===== src/rtl/imm_encode_pkg.sv =====
// Shared constants and types for the immediate encoder.
// Optional range checking is enabled by defining IMM_RANGE_CHECK_EN.
package imm_encode_pkg;

  localparam int TYPE_W    = 3;
  localparam int ERR_CNT_W = 8;
  localparam int INS_W     = 32;

  localparam logic [TYPE_W-1:0] TYPE_I = 3'd0;
  localparam logic [TYPE_W-1:0] TYPE_S = 3'd1;
  localparam logic [TYPE_W-1:0] TYPE_B = 3'd2;
  localparam logic [TYPE_W-1:0] TYPE_U = 3'd3;
  localparam logic [TYPE_W-1:0] TYPE_J = 3'd4;

  localparam logic [ERR_CNT_W-1:0] ERR_CNT_MAX = {ERR_CNT_W{1'b1}};

  // Payload carried through both pipeline stages.
  typedef struct packed {
    logic [INS_W-1:0] ins;
    logic             err;
  } stage_t;

endpackage


===== src/rtl/imm_encode_core.sv =====
// Combinational immediate insertion into a base instruction word.
// Defining IMM_RANGE_CHECK_EN adds an out-of-range error flag per format.
module imm_encode_core
  import imm_encode_pkg::*;
(
  input  logic [INS_W-1:0]  base,
  input  logic [31:0]       imm,
  input  logic [TYPE_W-1:0] imm_type,
  output logic [INS_W-1:0]  ins,
  output logic              err
);

  logic type_err;
  logic range_err;

  always_comb begin
    ins      = base;
    type_err = 1'b0;
    case (imm_type)
      TYPE_I: ins[31:20] = imm[11:0];
      TYPE_S: begin
        ins[31:25] = imm[11:5];
        ins[11:7]  = imm[4:0];
      end
      TYPE_B: begin
        ins[31]    = imm[12];
        ins[7]     = imm[11];
        ins[30:25] = imm[10:5];
        ins[11:8]  = imm[4:1];
      end
      TYPE_U: ins[31:12] = imm[31:12];
      TYPE_J: begin
        ins[31]    = imm[20];
        ins[30:21] = imm[10:1];
        ins[20]    = imm[11];
        ins[19:12] = imm[19:12];
      end
      default: type_err = 1'b1;
    endcase
  end

`ifdef IMM_RANGE_CHECK_EN
  // The upper bits must be a pure sign extension of the encodable field.
  always_comb begin
    range_err = 1'b0;
    case (imm_type)
      TYPE_I, TYPE_S: range_err = !((&imm[31:11]) || !(|imm[31:11]));
      TYPE_B:         range_err = !((&imm[31:12]) || !(|imm[31:12])) || imm[0];
      TYPE_U:         range_err = |imm[11:0];
      TYPE_J:         range_err = !((&imm[31:20]) || !(|imm[31:20])) || imm[0];
      default:        range_err = 1'b0;
    endcase
  end
`else
  logic unused_imm_lsb;
  assign unused_imm_lsb = imm[0];
  assign range_err      = 1'b0;
`endif

  assign err = type_err | range_err;

endmodule


===== src/rtl/imm_encode.sv =====
// Two-stage valid/ready pipeline around imm_encode_core with a saturating error counter.
// IMM_RANGE_CHECK_EN (when defined) enables immediate range errors in the core.
module imm_encode
  import imm_encode_pkg::*;
(
  input  logic                 CLK,
  input  logic                 RST,
  input  logic                 IN_VALID,
  output logic                 IN_READY,
  input  logic [INS_W-1:0]     BASE,
  input  logic [31:0]          IMM,
  input  logic [TYPE_W-1:0]    TYPE,
  output logic                 OUT_VALID,
  input  logic                 OUT_READY,
  output logic [INS_W-1:0]     INS,
  output logic                 ERR,
  output logic [ERR_CNT_W-1:0] ERR_CNT
);

  logic                 s1_valid_q, s1_valid_d;
  logic                 s2_valid_q, s2_valid_d;
  stage_t               s1_q, s1_d;
  stage_t               s2_q, s2_d;
  logic [ERR_CNT_W-1:0] err_cnt_q, err_cnt_d;

  stage_t core_out;
  logic   s1_adv;
  logic   in_fire;
  logic   out_fire;

  imm_encode_core u_core (
    .base     (BASE),
    .imm      (IMM),
    .imm_type (TYPE),
    .ins      (core_out.ins),
    .err      (core_out.err)
  );

  // Ready depends only on stored state and OUT_READY, never on IN_VALID.
  always_comb begin
    s1_adv   = s1_valid_q && (!s2_valid_q || OUT_READY);
    IN_READY = !RST && (!s1_valid_q || s1_adv);
    in_fire  = IN_VALID && IN_READY;
    out_fire = s2_valid_q && OUT_READY && !RST;

    s1_valid_d = in_fire || (s1_valid_q && !s1_adv);
    s1_d       = in_fire ? core_out : s1_q;

    s2_valid_d = s1_adv || (s2_valid_q && !OUT_READY);
    s2_d       = s1_adv ? s1_q : s2_q;

    err_cnt_d = err_cnt_q;
    if (out_fire && s2_q.err && (err_cnt_q != ERR_CNT_MAX)) begin
      err_cnt_d = err_cnt_q + 1'b1;
    end
  end

  always_ff @(posedge CLK) begin
    if (RST) begin
      s1_valid_q <= 1'b0;
      s2_valid_q <= 1'b0;
      s1_q       <= '0;
      s2_q       <= '0;
      err_cnt_q  <= '0;
    end else begin
      s1_valid_q <= s1_valid_d;
      s2_valid_q <= s2_valid_d;
      s1_q       <= s1_d;
      s2_q       <= s2_d;
      err_cnt_q  <= err_cnt_d;
    end
  end

  // Masking with RST keeps the consumer from seeing a transfer in a reset cycle.
  assign OUT_VALID = s2_valid_q && !RST;
  assign INS       = s2_q.ins;
  assign ERR       = s2_q.err;
  assign ERR_CNT   = err_cnt_q;

endmodule


===== config.mk =====
export PLATFORM = sky130hd
export DESIGN_NAME = imm_encode
export DESIGN_NICKNAME = d
export VERILOG_FILES = /design/src/rtl/imm_encode_pkg.sv /design/src/rtl/imm_encode_core.sv /design/src/rtl/imm_encode.sv
export SDC_FILE = /design/constraint.sdc
export NUM_CORES = 1
export LEC_CHECK = 0
export CORE_ASPECT_RATIO = 0.6
export CORE_UTILIZATION = 50
export CTS_BUF_LIST = sky130_fd_sc_hd__clkbuf_4 sky130_fd_sc_hd__clkbuf_8 sky130_fd_sc_hd__clkbuf_16
export DETAILED_ROUTE_END_ITERATION = 8
export GPL_ROUTABILITY_DRIVEN = 0
export GPL_TIMING_DRIVEN = 0
export PLACE_DENSITY = 0.86
export SLEW_MARGIN = 15
export SYNTH_ARGS = -nofsm -noshare
export SYNTH_HDL_FRONTEND = slang
export SYNTH_HIERARCHICAL = 1
export SYNTH_SLANG_ARGS = --single-unit

===== constraint.sdc =====
create_clock -name CLK -period 4.05 [get_ports CLK]
set_input_delay 0.6075 -clock CLK [delete_from_list [all_inputs] [get_ports CLK]]
set_output_delay 0.6075 -clock CLK [all_outputs]
set_load 0.02 [all_outputs]

==> results.sh <==
export IMPL_hpwl_mm=7.16
export IMPL_r2r_start="s2_valid_q"
export IMPL_final_cell_mix="clkdlybuf4s50_1 (104), nand2_1 (103), dfxtp_1 (76)"
export IMPL_post_cts_resized=0
export IMPL_fin_area_sq_um=5040
export IMPL_port_buffers=104
export IMPL_run_status="finished, violations left"
export IMPL_worstPathArrival_ns=2.74
export IMPL_synth_warnings=6
export IMPL_syn_nets=513
export IMPL_leakage_uw=0.00188
export IMPL_ir_drop_uv=164
export IMPL_clock_skew_ns=0.00879
export IMPL_clock_sinks=76
export IMPL_die_area_sq_um=7480
export IMPL_fmax_mhz=299
export IMPL_crit_path_max_incr_delay_ns=0.65
export IMPL_drt_iter0_drc=290
export IMPL_antenna_cells=0
export IMPL_die_h_microns=67.4
export IMPL_critPathSlowestCell="clkdlybuf4s50_1"
export IMPL_pwr_density_cell_nw_per_um2=388
export IMPL_crit_start="RST"
export IMPL_nets=628
export IMPL_path_clk_slew_ns=0.06
export IMPL_hold_slack_ns=0.453
export IMPL_endpoint_kind="primary output"
export IMPL_synth_xor_area_frac=0.00492
export IMPL_wl_per_cell_microns=14.8
export IMPL_avgViaCountPerCell=5.36
export IMPL_final_common_cell="clkdlybuf4s50_1"
export IMPL_drtAntennaViolNets=0
export IMPL_synth_adder_area_share=0.00632
export IMPL_synth_simple_area_share=0.247
export IMPL_timing_final_crit_share=0.826
export IMPL_timing_worst_setup_path_type="in2out"
export IMPL_cts_root_buf="clkbuf_16"
export IMPL_async_flop_share=0
export IMPL_post_cts_buffers=0
export IMPL_synth_compound_area_frac=0.175
export IMPL_clock_latency_ns=0.33
export IMPL_start_kind="input port"
export IMPL_fin_crit_ns=3.34
export IMPL_multi_input_area_sq_um=1820
export IMPL_grt_pass1_wl_mm=15.5
export IMPL_report_final_slew_viol_count=0
export IMPL_synth_top_family_by_area="simple AND/OR/NAND/NOR gates"
export IMPL_netlist_area_sq_um=3560
export IMPL_cts_buffers=9
export IMPL_syn2layout_area_growth_pct=41.4
export IMPL_fillers=524
export IMPL_std_cell_rows=23
export IMPL_drv_cap=0
export IMPL_finalHoldViolCount=0
export IMPL_finalPower_uw=1960
export IMPL_critPathMaxFanout=10
export IMPL_clockBufferDepth=2
export IMPL_placed_area_sq_um=4710
export IMPL_grt_overflow_total=0
export IMPL_maxSlewHeadroom=0.651
export IMPL_hold_class="reg2reg"
export IMPL_coreArea_sq_um=6790
export IMPL_start_util=0.525
export IMPL_seq_area_frac_synth=0.427
export IMPL_cts_tree="done"
export IMPL_synth_edf_count=0
export IMPL_grt_antenna_before_repair=0
export IMPL_crit_chain="clkdlybuf4s50_1 -> clkbuf_1 -> clkbuf_1 -> a21oi_1 -> clkdlybuf4s50_1"
export IMPL_drive_gt1_frac=0.109
export IMPL_required_ns=3.44
export IMPL_ys_ff_latch=76
export IMPL_holdBufCountCts=0
export IMPL_setup_violations=0
export IMPL_min_from="s1_q[1]"
export IMPL_drtPass1Iterations=7
export IMPL_worst_slew_pin_slew_ns=0.524
export IMPL_syn_inst=441
export IMPL_rsz0062_at_grt="no"
export IMPL_synth_main_ff_cell="dfxtp_1"
export IMPL_pin_count=114
export IMPL_grt_max_degree=13
export IMPL_grt_pass1_vias=3371
export IMPL_ff_latch_area_sq_um=1520
export IMPL_violations="DRC"
export IMPL_wl_mm=9.57
export IMPL_setup_tns_ns=0
export IMPL_synth_area_mux_share=0.0766
export IMPL_grt_util_all_layers=0.268
export IMPL_ys_types=45
export IMPL_avgSynthCellArea_sq_um=8.08
export IMPL_dieWidth_microns=111
export IMPL_vias=3472
export IMPL_htreeDepth=3
export IMPL_drc=17
==> synth_stat cells, types with 5 or more instances <==
library cell | n | area [sq um]
nand2_1 | 103 | 387
dfxtp_1 | 76 | 1520
a21oi_1 | 50 | 250
o21ai_1 | 36 | 180
nand2b_1 | 35 | 219
buf_2 | 15 | 75.1
clkbuf_1 | 14 | 52.6
nor2_1 | 14 | 52.6
buf_4 | 9 | 67.6
mux2_4 | 9 | 135
nand3b_1 | 8 | 60.1
mux2i_1 | 7 | 70.1
nor2b_1 | 7 | 43.8
o21ai_0 | 7 | 35.0
o22ai_1 | 6 | 37.5
a211oi_1 | 5 | 37.5
mux2_2 | 5 | 56.3
==> per-stage QoR <==
step	std cells	utilization	worst slack [ns]
2_1_floorplan	441	-	2.10
3_3_place_gp	632	0.694	0.740
3_5_place_dp	632	0.694	0.732
4_1_cts	648	0.742	0.710
5_1_grt	648	0.742	0.582
6_report	648	0.742	0.706
==> path summary, 6_finish.rpt <==
check	endpoint	slack [ns]	cells past startpoint
setup / recovery	IN_READY	0.71	5
hold / removal	INS[0]	0.45	2
setup reg to reg	s1_q[3]	2.38	6
hold reg to reg	INS[0]	0.45	2
==> critical path: cells and delay by family <==
kind,cells,cell delay [ns]
compound gates,1,0.10
buf+inv,4,2.02
==> registers in the layout, indices dropped and copies added (netlist names) <==
signal      count
INS            32
s1_q           33
s1_valid_q      1
ERR_CNT         8
s2_valid_q      1
ERR             1
==> where the power goes <==
| part | internal (uW) | total [uW] | switching, uW |
|---|---|---|---|
| logic | 148 | 278 | 129 |
| clock network | 569 | 867 | 298 |
| registers | 788 | 812 | 24.6 |
==> final cells by class <==
type / count / area share
multi-input combinational: 321 / 0.360
buffer: 39 / 0.0410
inverter: 5 / 0.00372
clock buffer: 12 / 0.0504
sequential: 76 / 0.302
timing repair buffer: 104 / 0.207
clock inverter: 4 / 0.0144
tap: 87 / 0.0216
==> routing by layer <==
| layer | GRT usage | up-vias | routed length, microns |
|---|---|---|---|
| li1 | - | 1711 | - |
| met1 | 0.336 | 1616 | 4510 |
| met2 | 0.447 | 123 | 4320 |
| met3 | 0.0745 | 22 | 598 |
| met4 | 0.108 | 0 | 145 |
| met5 | 0 | - | 0 |
==> kinds of logic (layout without fill, tap and decap cells) <==
group,Yosys count,count (layout)
buffers and inverters,44,164
adders and majority gates,2,2
DFF,76,76
xor gates and xnor gates,2,2
and+or+nand+nor,182,182
muxes,22,22
AOI/OAI and AO/OA,113,113
(Power assumes the default switching activity.)
